`src/rtl/rvx_debounce_cell.sv`:
```
// -----------------------------------------------------------------------------
// rvx_debounce_cell
// One GPIO channel: two-flop synchronizer, stability counter and registered
// edge strobes. A new level is accepted once the synchronized input has
// differed from the current stable level for DEBOUNCE_CYCLES consecutive
// samples; any sample that matches the stable level restarts the count.
//
// Ports
//   clock    : rising-edge clock for all state
//   reset_n  : synchronous, active-low reset
//   raw      : asynchronous pad level
//   level    : debounced (stable) level
//   rise     : one-cycle strobe when level goes 0->1
//   fall     : one-cycle strobe when level goes 1->0
// -----------------------------------------------------------------------------
module rvx_debounce_cell #(
    parameter int DEBOUNCE_CYCLES = 16
) (
    input  logic clock,
    input  logic reset_n,
    input  logic raw,
    output logic level,
    output logic rise,
    output logic fall
);

    // Clamped to at least one bit so an illegal DEBOUNCE_CYCLES still reaches
    // the readable elaboration error below instead of a zero-width vector.
    localparam int CNT_W = ($clog2(DEBOUNCE_CYCLES + 1) < 1) ? 1 : $clog2(DEBOUNCE_CYCLES + 1);
    localparam logic [CNT_W-1:0] CNT_LAST = CNT_W'(DEBOUNCE_CYCLES - 1);

    generate
        if (DEBOUNCE_CYCLES < 1) begin : g_bad_param
            $error("rvx_debounce_cell: DEBOUNCE_CYCLES must be >= 1");
        end
    endgenerate

    // NOTE: raw is asynchronous to clock; only sync2 may be used by the
    // counter logic, sync1 exists solely to let metastability settle.
    logic             sync1;
    logic             sync2;
    logic [CNT_W-1:0] count;

    // NOTE: all state uses non-blocking assignments so every register sees
    // the pre-edge values of the others (sync2 <= sync1 must not shortcut).
    always_ff @(posedge clock) begin
        if (!reset_n) begin
            sync1 <= 1'b0;
            sync2 <= 1'b0;
            level <= 1'b0;
            count <= '0;
            rise  <= 1'b0;
            fall  <= 1'b0;
        end else begin
            sync1 <= raw;
            sync2 <= sync1;
            rise  <= 1'b0;
            fall  <= 1'b0;
            if (sync2 == level) begin
                count <= '0;
            end else if (count == CNT_LAST) begin
                // Strobes are set on the same edge as level, so they line up
                // with the first cycle that shows the new level.
                level <= sync2;
                count <= '0;
                rise  <= sync2;
                fall  <= ~sync2;
            end else begin
                count <= count + 1'b1;
            end
        end
    end

endmodule

```
`src/rtl/rvx_gpio_debouncer.sv`:
```
// -----------------------------------------------------------------------------
// rvx_gpio_debouncer
// GPIO_WIDTH independent debounce channels plus a combined edge interrupt.
//
// Ports
//   clock            : rising-edge clock
//   reset_n          : synchronous, active-low reset
//   raw_input        : asynchronous pad levels
//   debounced_output : filtered levels (to the MCU gpio_input)
//   rise_pulse       : per-channel one-cycle strobe on accepted 0->1
//   fall_pulse       : per-channel one-cycle strobe on accepted 1->0
//   edge_irq         : OR of all rise/fall strobes, same cycle as the strobes
// -----------------------------------------------------------------------------
module rvx_gpio_debouncer #(
    parameter int GPIO_WIDTH      = 1,
    parameter int DEBOUNCE_CYCLES = 16
) (
    input  logic                  clock,
    input  logic                  reset_n,
    input  logic [GPIO_WIDTH-1:0] raw_input,
    output logic [GPIO_WIDTH-1:0] debounced_output,
    output logic [GPIO_WIDTH-1:0] rise_pulse,
    output logic [GPIO_WIDTH-1:0] fall_pulse,
    output logic                  edge_irq
);

    generate
        for (genvar gi = 0; gi < GPIO_WIDTH; gi++) begin : g_cell
            rvx_debounce_cell #(
                .DEBOUNCE_CYCLES(DEBOUNCE_CYCLES)
            ) u_cell (
                .clock  (clock),
                .reset_n(reset_n),
                .raw    (raw_input[gi]),
                .level  (debounced_output[gi]),
                .rise   (rise_pulse[gi]),
                .fall   (fall_pulse[gi])
            );
        end
    endgenerate

    // Pulses are already registered, so the interrupt is a plain OR with no
    // extra latency.
    assign edge_irq = |{rise_pulse, fall_pulse};

endmodule

```
`config.mk`:
```
export PLATFORM = sky130hd
export DESIGN_NAME = rvx_gpio_debouncer
export DESIGN_NICKNAME = d
export VERILOG_FILES = /design/src/rtl/rvx_debounce_cell.sv /design/src/rtl/rvx_gpio_debouncer.sv
export SDC_FILE = /design/constraint.sdc
export NUM_CORES = 1
export LEC_CHECK = 0
export BUFFER_PORTS_ARGS = -buffer_cell sky130_fd_sc_hd__clkbuf_2
export CORE_AREA = 2 2 39 41
export DETAILED_ROUTE_END_ITERATION = 12
export DIE_AREA = 0 0 41 43
export HOLD_SLACK_MARGIN = 0.05
export SLEW_MARGIN = 20
export SYNTH_ARGS = -nofsm -noshare
export SYNTH_HDL_FRONTEND = slang
export SYNTH_HIERARCHICAL = 1
export SYNTH_SLANG_ARGS = --single-unit
```
`constraint.sdc`:
```
create_clock -name clock -period 1.4 [get_ports clock]
set_input_delay 0.14 -clock clock [delete_from_list [all_inputs] [get_ports clock]]
set_output_delay 0.14 -clock clock [all_outputs]
set_load 0.1 [all_outputs]
```
; ---- Yosys cells after proc, flatten, opt, wreduce, memory -nomap -nowiden
; Index checks and enable logic that the tools add are counted.
[totals]
out_inout_bits = 4
register_bits = 10
[classes]
n_reduce_logical = 4
n_bitwise = 4
n_addsub = 1
n_eq_ne = 2
[op_table]
columns = operator, n
row1 = 3-bit OR reduction, 2
row2 = 5-bit by 1-bit adder with 5-bit output (second input constant), 1
row3 = 5-bit by 4-bit equality test with 1-bit output (second input constant), 1
row4 = 1-bit inverter, 4
row5 = 2-bit AND reduction, 1
row6 = 2-bit OR reduction, 1
row7 = 1-bit equality test, 1

; ---- Logic depth before layout (Yosys ltp)
[logic_depth]
ltp_word = 3
depth_mapped = 5
ltp_nobuf = 5

; ---- By module
; The synthesis kept the hierarchy.
[by_module_without_submodules]
columns = mod, area_each_um2, instances, cells_each
row1 = rvx_debounce_cell, 347.8, 1, 32
row2 = rvx_gpio_debouncer, 6.3, 1, 1

; ---- Least setup slack after synthesis
; No wires, ideal clock.
[synth_path]
kind = register to output
startpoint = register g_cell[0].u_cell.fall
endpoint = output port edge_irq
t_arrival_ns = 1.734
slack_ns = -0.474
path_buffers = 0
path_stages_with_launch = 2
cell_sequence = dfxtp_1 or2_1
[synth_between]
elab_chain_cells = 1
[synth_rtl]
columns = element, line_no
row1 = start: declaration, rvx_debounce_cell.sv:24  ; output logic fall
row2 = start signal: assignment, rvx_debounce_cell.sv:67  ; fall <= ~sync2;
row3 = 2-bit OR reduction, rvx_gpio_debouncer.sv:44  ; assign edge_irq = |{rise_pulse, fall_pulse};
row4 = end: declaration, rvx_gpio_debouncer.sv:24  ; output logic edge_irq
; Every way passes these cells.

; ---- Worst setup path in the final report
; Ends and elaborated chain as after synthesis.

==> results.json <==
{
  "status": "complete, no violations",
  "worst-path-max-fanout": 2,
  "timing.rr.start": "g_cell[0].u_cell/count[0]$_SDFF_PP0_",
  "dr.pass1.iters": 4,
  "synth_cells": 33,
  "synth_mux_area_share_pct": 2.83,
  "cts_setup_buffers": 0,
  "setup_ws_ns": 0.0473,
  "synthDistinctLibCells": 15,
  "max-vdd-ir-drop_v": 0.000394,
  "path_cells": "or2_2 > clkbuf_2",
  "viasPerCell": 4.19,
  "yosysWarnings": 6,
  "cts_repair_resize_count": 0,
  "cts-root-buf": "clkbuf_4",
  "cts_sinks": 10,
  "grt_antenna_before_repair": 0,
  "regToRegSetupSlack_ns": 0.14,
  "antenna_left": 0,
  "std_cell_rows": 14,
  "drive_above_1_share_pct": 33.3,
  "path_class": "reg2out",
  "area_growth_pct": 24.0,
  "track_usage_pct": 7.47,
  "drc": 0,
  "vias": 243,
  "clk_pin_slew_worst_paths_ns": 0.06,
  "tightestPinTransition_ns": 0.543,
  "core-area_um2": 1380,
  "p_per_area_nw_per_um2": 1100,
  "clkLatencyLatePin_ns": 0.25,
  "fin_util_pct": 31.7,
  "p_sw_share_pct": 19.1,
  "antenna_cells": 0,
  "r2r-end": "g_cell[0].u_cell/fall$_SDFF_PP0_",
  "grt_pass1_vias": 231,
  "syn_area_per_cell_um2": 10.7,
  "dpl-instance-area_um2": 408,
  "layout.nets": 49,
  "relSlewSlack_pct": 64.0,
  "holdPathEnd": "g_cell[0].u_cell/sync1$_SDFF_PN0_",
  "synth_compound_area_share_pct": 0,
  "slew_viol_final": 0,
  "pre_cts_ws_ns": 0.0489,
  "cp.required_ns": 1.26,
  "synthXorXnorAreaFrac_pct": 7.42,
  "setup-violations-final": 0,
  "htreeDepth": 1,
  "fin_tns_setup_ns": 0,
  "finalCritPeriodShare_pct": 96.6,
  "syn-num-nets": 38,
  "ys_ff_latch": 10,
  "cts_tree": "done",
  "cts_hold_buf": 0,
  "grt_first_pass_wirelength_um": 807,
  "min_period_ns": 1.35,
  "rsz0062_at_grt": "no",
  "internal-power_w": 0.000392,
  "yosys.area_share.simple_pct": 24.0,
  "slowest_delay_ns": 0.37,
  "startpoint": "g_cell[0].u_cell/fall$_SDFF_PP0_",
  "gp_congestion": 0.693,
  "hpwl_um": 357,
  "drv_cap": 0,
  "clock_skew_ns": 0.00430,
  "p_comb_share_pct": 2.3,
  "finalHoldViolations": 0,
  "startpoint_type": "register",
  "port_buffers": 6,
  "cp.arrival_ns": 1.21,
  "final_area_um2": 439,
  "min_path_type": "in2reg",
  "dieArea_um2": 1760,
  "crit_path_top_delay_cell": "clkbuf_2",
  "gr-total-overflow": 0,
  "drt_iter0_drc": 3,
  "grt_max_degree": 6,
  "hold_depth": 2,
  "p_leak_nw": 0.201,
  "max_freq_mhz": 739,
  "initial_utilization_pct": 25.6,
  "power_w": 0.000485,
  "synth.cell_area_um2": 354,
  "min_from": "raw_input",
  "drt-wirelength-per-cell_um": 7.93,
  "end_kind": "primary output",
  "die_w_um": 41,
  "reg2regPathDepth": 5,
  "max-clock-path-buffers": 2,
  "boundaryPins": 7,
  "cts_made_buffers": 3,
  "drt_wl_total_um": 460,
  "seq_area_frac_synth_pct": 56.5,
  "p_clk_share_pct": 37.9,
  "synth_top_family_by_area": "simple AND/OR/NAND/NOR gates",
  "p_sw_w": 0.0000926,
  "synthAdderAreaFrac_pct": 7.07,
  "die_h_um": 43,
  "seqPwrFrac_pct": 59.8
}
-- layout make-up --
type	count	area [um^2]
flip-flops and latches	10	204
fillers	147	945
multi-input cells	21	155
clock buffers	3	22.5
well taps	16	20.0
inverters	2	7.51
repair buffers	6	30.0
-- state kept, by name, indices dropped and copies added, names as in the netlist --
name / cells
g_cell.u_cell/sync1: 1
g_cell.u_cell/count: 5
g_cell.u_cell/rise: 1
g_cell.u_cell/level: 1
g_cell.u_cell/fall: 1
g_cell.u_cell/sync2: 1
-- critical path: cells and delay by family (launching register included) --
kind / cells / cell delay (ns)
buffers and inverters: 1 / 0.37
flip-flops: 1 / 0.31
AND/OR/NAND/NOR: 1 / 0.28
-- power by group through the flow --
stage | Combinational, W | Sequential [W] | Clock, W
6_report | 0.0000112 | 0.000290 | 0.000184
3_5_place_dp | 0.0000102 | 0.000296 | 0
4_1_cts | 0.0000102 | 0.000290 | 0.000195
2_1_floorplan | 0.00000529 | 0.000296 | 0
3_3_place_gp | 0.00000988 | 0.000296 | 0
5_1_grt | 0.0000129 | 0.000290 | 0.000205
-- synthesized netlist by cell type, drive strengths merged --
cell,count,area (um^2)
dfxtp,10,200
nor2,5,18.8
and2,2,12.5
ha,2,25.0
inv,2,7.51
nor3b,2,15.0
xor2,2,17.5
and3,1,6.26
mux2i,1,10.0
nand2,1,3.75
nand3,1,5.00
nand3b,1,11.3
nor2b,1,6.26
or2,1,6.26
xnor2,1,8.76
-- metrics by stage --
| stage | std cells | hold slack (ns) |
|---|---|---|
| after floorplan | 33 | 0.262 |
| after global placement | 55 | 0.346 |
| after detailed placement | 55 | 0.354 |
| after CTS | 58 | 0.0807 |
| after global routing | 58 | 0.0975 |
| final | 58 | 0.0887 |
-- layer usage --
metal / track usage (%) / part of all wire [%] / vias up
met4: 12.0 / 0 / 0
met1: 7.52 / 45 / 109
met2: 9.38 / 49 / 7
met5: 0 / 0 / -
met3: 1.57 / 5.2 / 0
li1: - / - / 127
-- worst max-delay path by stage --
stage / to / slack, ns / depth (start not counted)
after floorplan: edge_irq / 0.09 / 1
after global placement: g_cell[0].u_cell/count[2]$_SDFF_PP0_ / 0.06 / 5
after detailed placement: g_cell[0].u_cell/count[2]$_SDFF_PP0_ / 0.05 / 5
after CTS: edge_irq / 0.03 / 2
after global routing: edge_irq / 0.01 / 2
final: edge_irq / 0.05 / 2
-- kinds of logic (layout without fill, tap and decap cells) --
kind of cell / Yosys count / after routing
xor+xnor: 3 / 3
buf+inv: 2 / 11
mux: 1 / 1
flops: 10 / 10
simple gates: 15 / 15
fa+ha+maj: 2 / 2
-- placed cells by master, fill, tap and decap left out --
cell      netlist  layout
inv_1           2       2
dfxtp_2         0       3
xor2_1          2       2
xnor2_1         1       1
ha_1            2       2
clkbuf_4        0       3
nor3b_1         2       2
mux2i_1         1       1
nand3b_4        0       1
and2_1          2       2
nor2b_1         1       1
nand2_1         1       1
clkbuf_2        0       6
nor2_1          5       5
dfxtp_1        10       7
nand3_1         1       1
and3_1          1       1
or2_2           0       1
Power figures use the tool's default switching activity.
